==> config.mk <==
export PLATFORM = sky130hd
export DESIGN_NAME = dpa_scale_xfer
export DESIGN_NICKNAME = d
export VERILOG_FILES = /design/src/rtl/dpa_pkg.sv /design/src/rtl/pix_avg4.sv /design/src/rtl/dpa_scale_xfer.sv
export SDC_FILE = /design/constraint.sdc
export NUM_CORES = 1
export LEC_CHECK = 0
export CAP_MARGIN = 20
export CORE_ASPECT_RATIO = 1.5
export CORE_MARGIN = 5
export CORE_UTILIZATION = 48
export CTS_CLUSTER_DIAMETER = 200
export CTS_CLUSTER_SIZE = 14
export DETAILED_ROUTE_END_ITERATION = 6
export PLACE_DENSITY = 0.74
export SLEW_MARGIN = 15
export SYNTH_ARGS = -nofsm -noshare
export SYNTH_HDL_FRONTEND = slang
export SYNTH_SLANG_ARGS = --single-unit
==> constraint.sdc <==
create_clock -name clk_i -period 4.05 [get_ports clk_i]
set_input_delay 0.405 -clock clk_i [delete_from_list [all_inputs] [get_ports clk_i]]
set_output_delay 0.405 -clock clk_i [all_outputs]
set_load 0.1 [all_outputs]
==> src/rtl/dpa_pkg.sv <==
// rtl/dpa_pkg.sv - shared size codes, FSM states and phase counts for the photo-transfer engine
package dpa_pkg;

    typedef enum logic [1:0] {
        ST_IDLE = 2'd0,
        ST_XFER = 2'd1,
        ST_DONE = 2'd2
    } state_e;

    localparam logic [1:0] SZ_INV  = 2'b00;
    localparam logic [1:0] SZ_HALF = 2'b01;
    localparam logic [1:0] SZ_NAT  = 2'b10;
    localparam logic [1:0] SZ_DBL  = 2'b11;

    localparam logic [2:0] PH_NAT  = 3'd2;
    localparam logic [2:0] PH_HALF = 3'd5;
    localparam logic [2:0] PH_DBL  = 3'd5;

    function automatic logic [2:0] last_phase(input logic [1:0] sz);
        if (sz == SZ_NAT) begin
            return PH_NAT - 3'd1;
        end else if (sz == SZ_HALF) begin
            return PH_HALF - 3'd1;
        end
        return PH_DBL - 3'd1;
    endfunction

endpackage

==> src/rtl/pix_avg4.sv <==
// rtl/pix_avg4.sv - per-channel rounded average of four pixels
module pix_avg4 #(
    parameter int PIX_W = 24
) (
    input  logic [PIX_W-1:0] a_i,
    input  logic [PIX_W-1:0] b_i,
    input  logic [PIX_W-1:0] c_i,
    input  logic [PIX_W-1:0] d_i,
    output logic [PIX_W-1:0] avg_o
);

    for (genvar ch = 0; ch < PIX_W / 8; ch++) begin : g_ch
        // Four 8-bit values plus the rounding constant top out at 1022.
        logic [9:0] sum;
        assign sum = {2'b00, a_i[ch*8+:8]} + {2'b00, b_i[ch*8+:8]}
                   + {2'b00, c_i[ch*8+:8]} + {2'b00, d_i[ch*8+:8]} + 10'd2;
        assign avg_o[ch*8+:8] = 8'(sum >> 2);
    end

endmodule

==> src/rtl/dpa_scale_xfer.sv <==
// rtl/dpa_scale_xfer.sv - photo transfer from image memory to frame buffer with 2x up / 1:1 / 2x2 down resampling
module dpa_scale_xfer
    import dpa_pkg::*;
#(
    parameter int PIX_W   = 24,
    parameter int ADDR_W  = 20,
    parameter int FB_LOG2 = 8
) (
    input  logic              clk_i,
    input  logic              rst_ni,
    input  logic              start_i,
    input  logic              abort_i,
    input  logic [ADDR_W-1:0] src_addr_i,
    input  logic [1:0]        src_size_i,
    input  logic [ADDR_W-1:0] fb_addr_i,
    output logic [ADDR_W-1:0] im_a_o,
    output logic              im_wen_n_o,
    output logic [PIX_W-1:0]  im_d_o,
    input  logic [PIX_W-1:0]  im_q_i,
    output logic              busy_o,
    output logic              done_o,
    output logic              err_o
);

    localparam logic [FB_LOG2-1:0] G_ONE = 1;

    state_e              state_q, state_d;
    logic [ADDR_W-1:0]   src_q, fb_q;
    logic [1:0]          size_q;
    logic [2:0]          phase_q;
    logic [FB_LOG2-1:0]  gx_q, gy_q;
    logic [PIX_W-1:0]    pa_q, pb_q, pc_q;
    logic                err_q;

    logic                accept, grp_end, xfer_end, is_write, dx, dy;
    logic [FB_LOG2-1:0]  gmax;
    logic [ADDR_W-1:0]   ax, ay, ex, ey, src_off, dst_off;
    logic [PIX_W-1:0]    avg, wr_data;

    assign accept   = (state_q == ST_IDLE) && start_i && !abort_i;
    // Upscale walks source pixels, which span half the frame-buffer side.
    assign gmax     = (size_q == SZ_HALF) ? {1'b0, {(FB_LOG2-1){1'b1}}} : '1;
    assign grp_end  = (phase_q == last_phase(size_q));
    assign xfer_end = grp_end && (gx_q == gmax) && (gy_q == gmax);

    always_comb begin
        dx       = 1'b0;
        dy       = 1'b0;
        is_write = 1'b0;
        case (size_q)
            SZ_HALF: begin
                dx       = (phase_q == 3'd2) || (phase_q == 3'd4);
                dy       = (phase_q >= 3'd3);
                is_write = (phase_q != 3'd0);
            end
            SZ_DBL: begin
                dx       = phase_q[0];
                dy       = phase_q[1];
                is_write = (phase_q == 3'd4);
            end
            default: is_write = (phase_q == 3'd1);
        endcase
    end

    assign ax = ADDR_W'(gx_q);
    assign ay = ADDR_W'(gy_q);
    assign ex = (ax << 1) | ADDR_W'(dx);
    assign ey = (ay << 1) | ADDR_W'(dy);

    always_comb begin
        src_off = (ay << FB_LOG2) + ax;
        dst_off = (ay << FB_LOG2) + ax;
        if (size_q == SZ_HALF) begin
            src_off = (ay << (FB_LOG2 - 1)) + ax;
            dst_off = (ey << FB_LOG2) + ex;
        end else if (size_q == SZ_DBL) begin
            src_off = (ey << (FB_LOG2 + 1)) + ex;
        end
    end

    pix_avg4 #(.PIX_W(PIX_W)) u_avg (
        .a_i  (pa_q),
        .b_i  (pb_q),
        .c_i  (pc_q),
        .d_i  (im_q_i),
        .avg_o(avg)
    );

    always_comb begin
        wr_data = im_q_i;
        if (size_q == SZ_HALF && phase_q != 3'd1) begin
            wr_data = pa_q;
        end else if (size_q == SZ_DBL) begin
            wr_data = avg;
        end
    end

    always_ff @(posedge clk_i or negedge rst_ni) begin
        if (!rst_ni) begin
            state_q <= ST_IDLE;
        end else begin
            state_q <= state_d;
        end
    end

    always_comb begin
        state_d = state_q;
        case (state_q)
            ST_IDLE: begin
                if (accept) begin
                    state_d = (src_size_i == SZ_INV) ? ST_DONE : ST_XFER;
                end
            end
            ST_XFER: begin
                if (abort_i) begin
                    state_d = ST_IDLE;
                end else if (xfer_end) begin
                    state_d = ST_DONE;
                end
            end
            default: state_d = ST_IDLE;
        endcase
    end

    always_comb begin
        busy_o     = (state_q == ST_XFER);
        done_o     = (state_q == ST_DONE);
        err_o      = err_q;
        im_a_o     = '0;
        im_wen_n_o = 1'b1;
        im_d_o     = '0;
        if (state_q == ST_XFER) begin
            im_a_o     = is_write ? (fb_q + dst_off) : (src_q + src_off);
            im_wen_n_o = !(is_write && !abort_i);
            im_d_o     = is_write ? wr_data : '0;
        end
    end

    // Phase 1 capture doubles as the upscale hold and the first downscale return.
    always_ff @(posedge clk_i or negedge rst_ni) begin
        if (!rst_ni) begin
            src_q   <= '0;
            fb_q    <= '0;
            size_q  <= SZ_INV;
            phase_q <= '0;
            gx_q    <= '0;
            gy_q    <= '0;
            pa_q    <= '0;
            pb_q    <= '0;
            pc_q    <= '0;
            err_q   <= 1'b0;
        end else if (accept) begin
            src_q   <= src_addr_i;
            fb_q    <= fb_addr_i;
            size_q  <= src_size_i;
            phase_q <= '0;
            gx_q    <= '0;
            gy_q    <= '0;
            err_q   <= (src_size_i == SZ_INV);
        end else if (state_q == ST_XFER && !abort_i) begin
            case (phase_q)
                3'd1:    pa_q <= im_q_i;
                3'd2:    pb_q <= im_q_i;
                3'd3:    pc_q <= im_q_i;
                default: ;
            endcase
            if (grp_end) begin
                phase_q <= '0;
                if (gx_q == gmax) begin
                    gx_q <= '0;
                    gy_q <= gy_q + G_ONE;
                end else begin
                    gx_q <= gx_q + G_ONE;
                end
            end else begin
                phase_q <= phase_q + 3'd1;
            end
        end
    end

endmodule

======== Word-level counts from Yosys, hierarchy flattened ========
Cells that the tools add are included.
Widths: inputs -> output; s select.
word-level totals
  flip-flop bits (word level) ............. 136
  bits of input ports ..................... 70
  output and inout bits ................... 48
operators by class
  add/sub/neg operators ................... 21
  $lt $le $gt $ge ......................... 1
  equality and inequality tests ........... 15
  muxes and demuxes ....................... 35
  bitwise gates (word level) .............. 3
  reduce and logical (&&, ||, !) cells .... 22
operator list
  cell                   count
  $mux 24                4
  $mux 8                 9
  $add 10x8->10          6
  $add 20x20->20         2
  $mux 20                2
  $mux 19                2
  $add 10x2->10 const B  3
  $add 8x8->9            3
  $add 18x9->19          1
  $add 17x9->18          1
  $mux 18                1
  $mux 3                 6
  $or 9x1->9             2
  $add 16x8->17          1
  $add 15x8->16          1
  $add 8x1->8 const B    2
  $eq 8x8->1             2
  $reduce_and 3->1       4
  $mux 2                 4
  $logic_and 1x1->1      7
  $eq 2x2->1 const B     3
  $eq 3x2->1 const B     2
  $pmux 1 s2             3
  $reduce_bool 2->1      3
  other kinds (17)       23

======== Logic depth before layout (Yosys ltp) ========
  word-level depth ........................ 10
  mapped depth ............................ 18
  gate-level depth less buffers ........... 18

======== Hierarchy ========
Synthesis repeated with hierarchy kept, for this count alone.
second synthesis, totals
  cell total of the unflattened synthesis .. 1220
  area total of the unflattened synthesis .. 11239.5 um^2
modules (own cells, without submodules)
  module          times used  cells each  area an instance (um^2)  sequential area each (um^2)
  dpa_scale_xfer  1           951         8987.4                   3403.3
  pix_avg4        1           269         2252.2                   0.0

======== Least setup slack after synthesis ========
OpenSTA, ideal clock, no wires.
  path type ............................... reg2out
  start ................................... register pa_q[16]
  end ..................................... output im_d_o[22]
  data arrival time ....................... 6.129 ns
  required time ........................... 3.645 ns
  slack ................................... -2.484 ns
  cell stages (with the launch flop) ...... 17
  buffers on the path ..................... 0
  path through ............................ dfrtp_1 ha_1 inv_1 fa_1 inv_1 a21oi_1 o21ai_0 xnor2_1 fa_1 inv_1 ha_1 and2_1 a311o_1 o311a_1 o21ai_2 a21oi_1 nor4_1
on the way
  longest elaborated chain between the ends .. 8
ends and longest elaborated chain
  element                     RTL line               RTL
  from (decl)                 dpa_scale_xfer.sv:32   logic [PIX_W-1:0] pa_q, pb_q, pc_q;
  from (signal assigned)      dpa_scale_xfer.sv:162  3'd1: pa_q <= im_q_i;
  $add 8x8->9                 pix_avg4.sv:15         assign sum = {2'b00, a_i[ch*8+:8]} + {2'b00, b_i[ch*8+:8]}
  $add 10x8->10 (2 in a row)  pix_avg4.sv:16         + {2'b00, c_i[ch*8+:8]} + {2'b00, d_i[ch*8+:8]} + 10'd2;
  $add 10x2->10               pix_avg4.sv:16
  $mux 24                     dpa_scale_xfer.sv:93   end else if (size_q == SZ_DBL) begin
  $mux 24                     dpa_scale_xfer.sv:91   if (size_q == SZ_HALF && phase_q != 3'd1) begin
  $mux 24                     dpa_scale_xfer.sv:135  im_d_o = is_write ? wr_data : '0;
  $mux 24                     dpa_scale_xfer.sv:132  if (state_q == ST_XFER) begin
  to (decl)                   dpa_scale_xfer.sv:18   output logic [PIX_W-1:0] im_d_o,
Every way passes these cells.

======== Worst setup path after layout ========
Ends and elaborated chain as after synthesis.

==> impl_metrics.csv <==
group,metric,value,unit
placement,dp.cells,1840,
global_route,grt_use_total,0.268,
setup_path,startpoint_type,"register",
die,die_area,26400,um^2
setup_path,r2r_slack,1.24,ns
placement,dpl_worst_slack,-0.189,ns
placement,gp_congestion,0.934,
yosys,ys_async_sr_fraction,1.00,
final_layout,seqCellArea,3410,um^2
final_layout,fill_cells,1626,
sta,setup_violations,21,
detailed_routing,first_pass_iters,5,
global_route,overflow,0,
sta,maxSlewHeadroom,0.335,
setup_path,path_max_fanout,2,
yosys,synth.avg_cell_area,7.98,um^2
setup_path,worstPathRequired,3.64,ns
yosys,netlist_top_cells_area,"dfrtp_1 31%, ha_1 11%, nand2_1 9.5%, o21ai_0 6.7%, fa_1 4.3%",
detailed_routing,routed_wire_length_per_instance,19.5,um
setup_path,r2r-end,"gx_q[5]$_DFFE_PN0P_",
die,ios,118,
yosys,yosysTopAreaCellShare,0.306,
final_layout,drive_above_1_share,0.304,
cts,clk_path_buf_depth,2,
cts,cts-root-buf,"clkbuf_16",
setup_path,worstSetupPathType,"register to output pin",
detailed_routing,drc,0,
sta,worst-slew-pin-transition,0.995,ns
sta,finClkSkew,0.00949,ns
cts,clk_pin_slew,0.06,ns
yosys,seq_area_frac_synth,0.306,
final_layout,final_cell_count_no_fill,1916,
detailed_routing,routed_wl,37.4,mm
sta,slew_violations,0,
yosys,syn_nets,1588,
final_layout,final_nets,1818,
die,num_rows,68,
yosys,syn-instance-count,1394,
die,die_x,134,um
cts,clk_latency,0.44,ns
setup_path,cp.arrival,4.18,ns
yosys,synth_area_leader_cell,"dfrtp_1",
status,outcome,"finished with violations",
setup_path,cp-end-kind,"output pin",
final_layout,layout_commonest_cell,"nand2_1",
sta,finalCritPeriodShare,1.13,
yosys,ys.warnings.count,0,
detailed_routing,vias,11100,
yosys,synth.distinct_cells,66,
yosys,synth_edf_count,0,
final_layout,antenna_cells,0,
sta,fmax,218,MHz
setup_path,worstRegToRegCells,7,
die,dieHeight,196,um
hold_path,hold_class,"input pin to asynchronous set/reset pin",
sta,whs,0.0124,ns
yosys,synthFlopType,"dfrtp_1",
global_route,grt_start_max_net_pins,91,
detailed_routing,ant_nets,0,
setup_path,r2r-start,"state_q[1]$_DFFE_PN0P_",
final_layout,area_growth,47.5,%
sta,setup_ws,-0.532,ns
global_route,grt_first_pass_wirelength,56.7,mm
final_layout,final_cell_mix,"272 x nand2_1, 134 x buf_4, 132 x dfrtp_1",
placement,numPortBuffers,117,
status,violations,"setup timing",
cts,cts_sinks,136,
detailed_routing,vias_per_cell,5.81,
detailed_routing,drt_iter0_markers,686,
global_route,grt_pass1_vias,11500,
cts,htree_num_levels,4,
die,start_util,0.484,
placement,dp_hpwl,25.3,mm
yosys,synthesis.area,11100,um^2
sta,finalHoldViolCount,0,
yosys,synth_seq_cells,136,
final_layout,multiInputGateArea,8600,um^2
cts,numCtsBuffers,17,
global_route,antenna_found_initial,2,
die,core,23000,um^2
setup_path,setup.worst_path.start,"pa_q[16]$_DFFE_PN0P_",
sta,fin_crit,4.58,ns
sta,grt_setup_unrepaired,"yes",
run,max_cap_violations,0,
cts,cts_tree,"built",
## cell families (layout without fill, tap and decap cells)
kind of cell    after synthesis  count (layout)  share of synthesized area
simple gates                459             459                      0.180
compound gates              378             378                      0.207
fa+ha+maj                   124             124                      0.156
flops                       136             136                      0.306
mux                          21              21                     0.0208
buf+inv                     193             435                     0.0654
xor+xnor                     83              83                     0.0653
## stage by stage
| stage | instance area (um^2) | util | TNS, ns |
|---|---|---|---|
| after floorplan | 11600 | - | -2.28 |
| after global placement | 14100 | 0.615 | -0.364 |
| after detailed placement | 14100 | 0.615 | -0.625 |
| after CTS | 15600 | 0.681 | -4.42 |
| after global routing | 16400 | 0.715 | -8.36 |
| final | 16400 | 0.715 | -5.22 |
## synth_stat cells (4+ instances only)
cell       number
mux2i_1         4
a2111oi_0       4
o22ai_1         6
o21ai_0       149
mux2_2         17
o21ai_1         4
xnor2_1        48
nand2b_1       16
nor2b_1         9
a21o_1         30
a311o_1         5
and2_1          4
or3_1           6
nor3_1         12
o31ai_1         4
and3_1          8
a211oi_1       17
nor2_1         62
dfrtp_1       136
nand2_1       282
o21bai_1       11
nor3b_1         6
nor4b_1         4
a21oi_1        93
a31oi_1         8
fa_1           24
o21a_1         11
clkbuf_1       58
o32ai_1         4
nand4_1         9
inv_1         127
a311oi_1        4
xor2_1         35
o211ai_1        6
nand3_1        24
ha_1          100
buf_1           4
## critical path, cell delays in order (launching register included)
cell and delay [ns]:
dfrtp_1 0.37, ha_2 0.20, inv_2 0.04, fa_2 0.35, buf_6 0.13, xor2_2 0.17, fa_1 0.51, inv_2 0.05
ha_4 0.23, a21o_1 0.18, a311o_1 0.35, o311a_1 0.35, or3_4 0.36, a21oi_4 0.17, nor4_4 0.06, buf_12 0.19
## metal layers
layer | global-route usage | routed length [um] | up-vias
li1 | - | - | 5206
met3 | 0.0383 | 1670 | 142
met1 | 0.281 | 13400 | 5382
met4 | 0.155 | 2130 | 4
met5 | 0 | 27 | -
met2 | 0.504 | 20200 | 401
## area by class of cell
cell class,instances,share of cell area
Inverter,128,0.0297
Clock buffer,23,0.0285
Tap cell,280,0.0213
Clock inverter,8,0.0104
Timing Repair Buffer,276,0.179
Sequential cell,136,0.208
Multi-Input combinational cell,1065,0.524
## registers in the layout, summed over array words and instances, names as in the netlist
name	flops
pa_q	24
gy_q	8
state_q	2
size_q	2
src_q	20
err_o	1
fb_q	20
pc_q	24
pb_q	24
phase_q	3
gx_q	8
## repair_timing
action                                  CTS  global route
endpoints found under the hold margin     0             0
pin swaps                               100           116
gates resized for setup                 152           128
hold buffers                              0             0
setup buffers                            34            23
endpoints found under the setup margin   29            33
gates cloned                              1             0
## how the worst max path moves through the flow
stage | end | slack (ns) | cells past startpoint
final | im_d_o[22] | -0.53 | 15
after global routing | im_d_o[22] | -0.68 | 20
after CTS | im_d_o[22] | -0.52 | 15
after detailed placement | im_a_o[16] | -0.19 | 19
after global placement | im_d_o[22] | -0.12 | 17
after floorplan | im_d_o[22] | -0.60 | 16
Power is left out: the tool's default activity adds up to more than one toggle a clock period on the data nets, which glitch-free logic cannot reach.
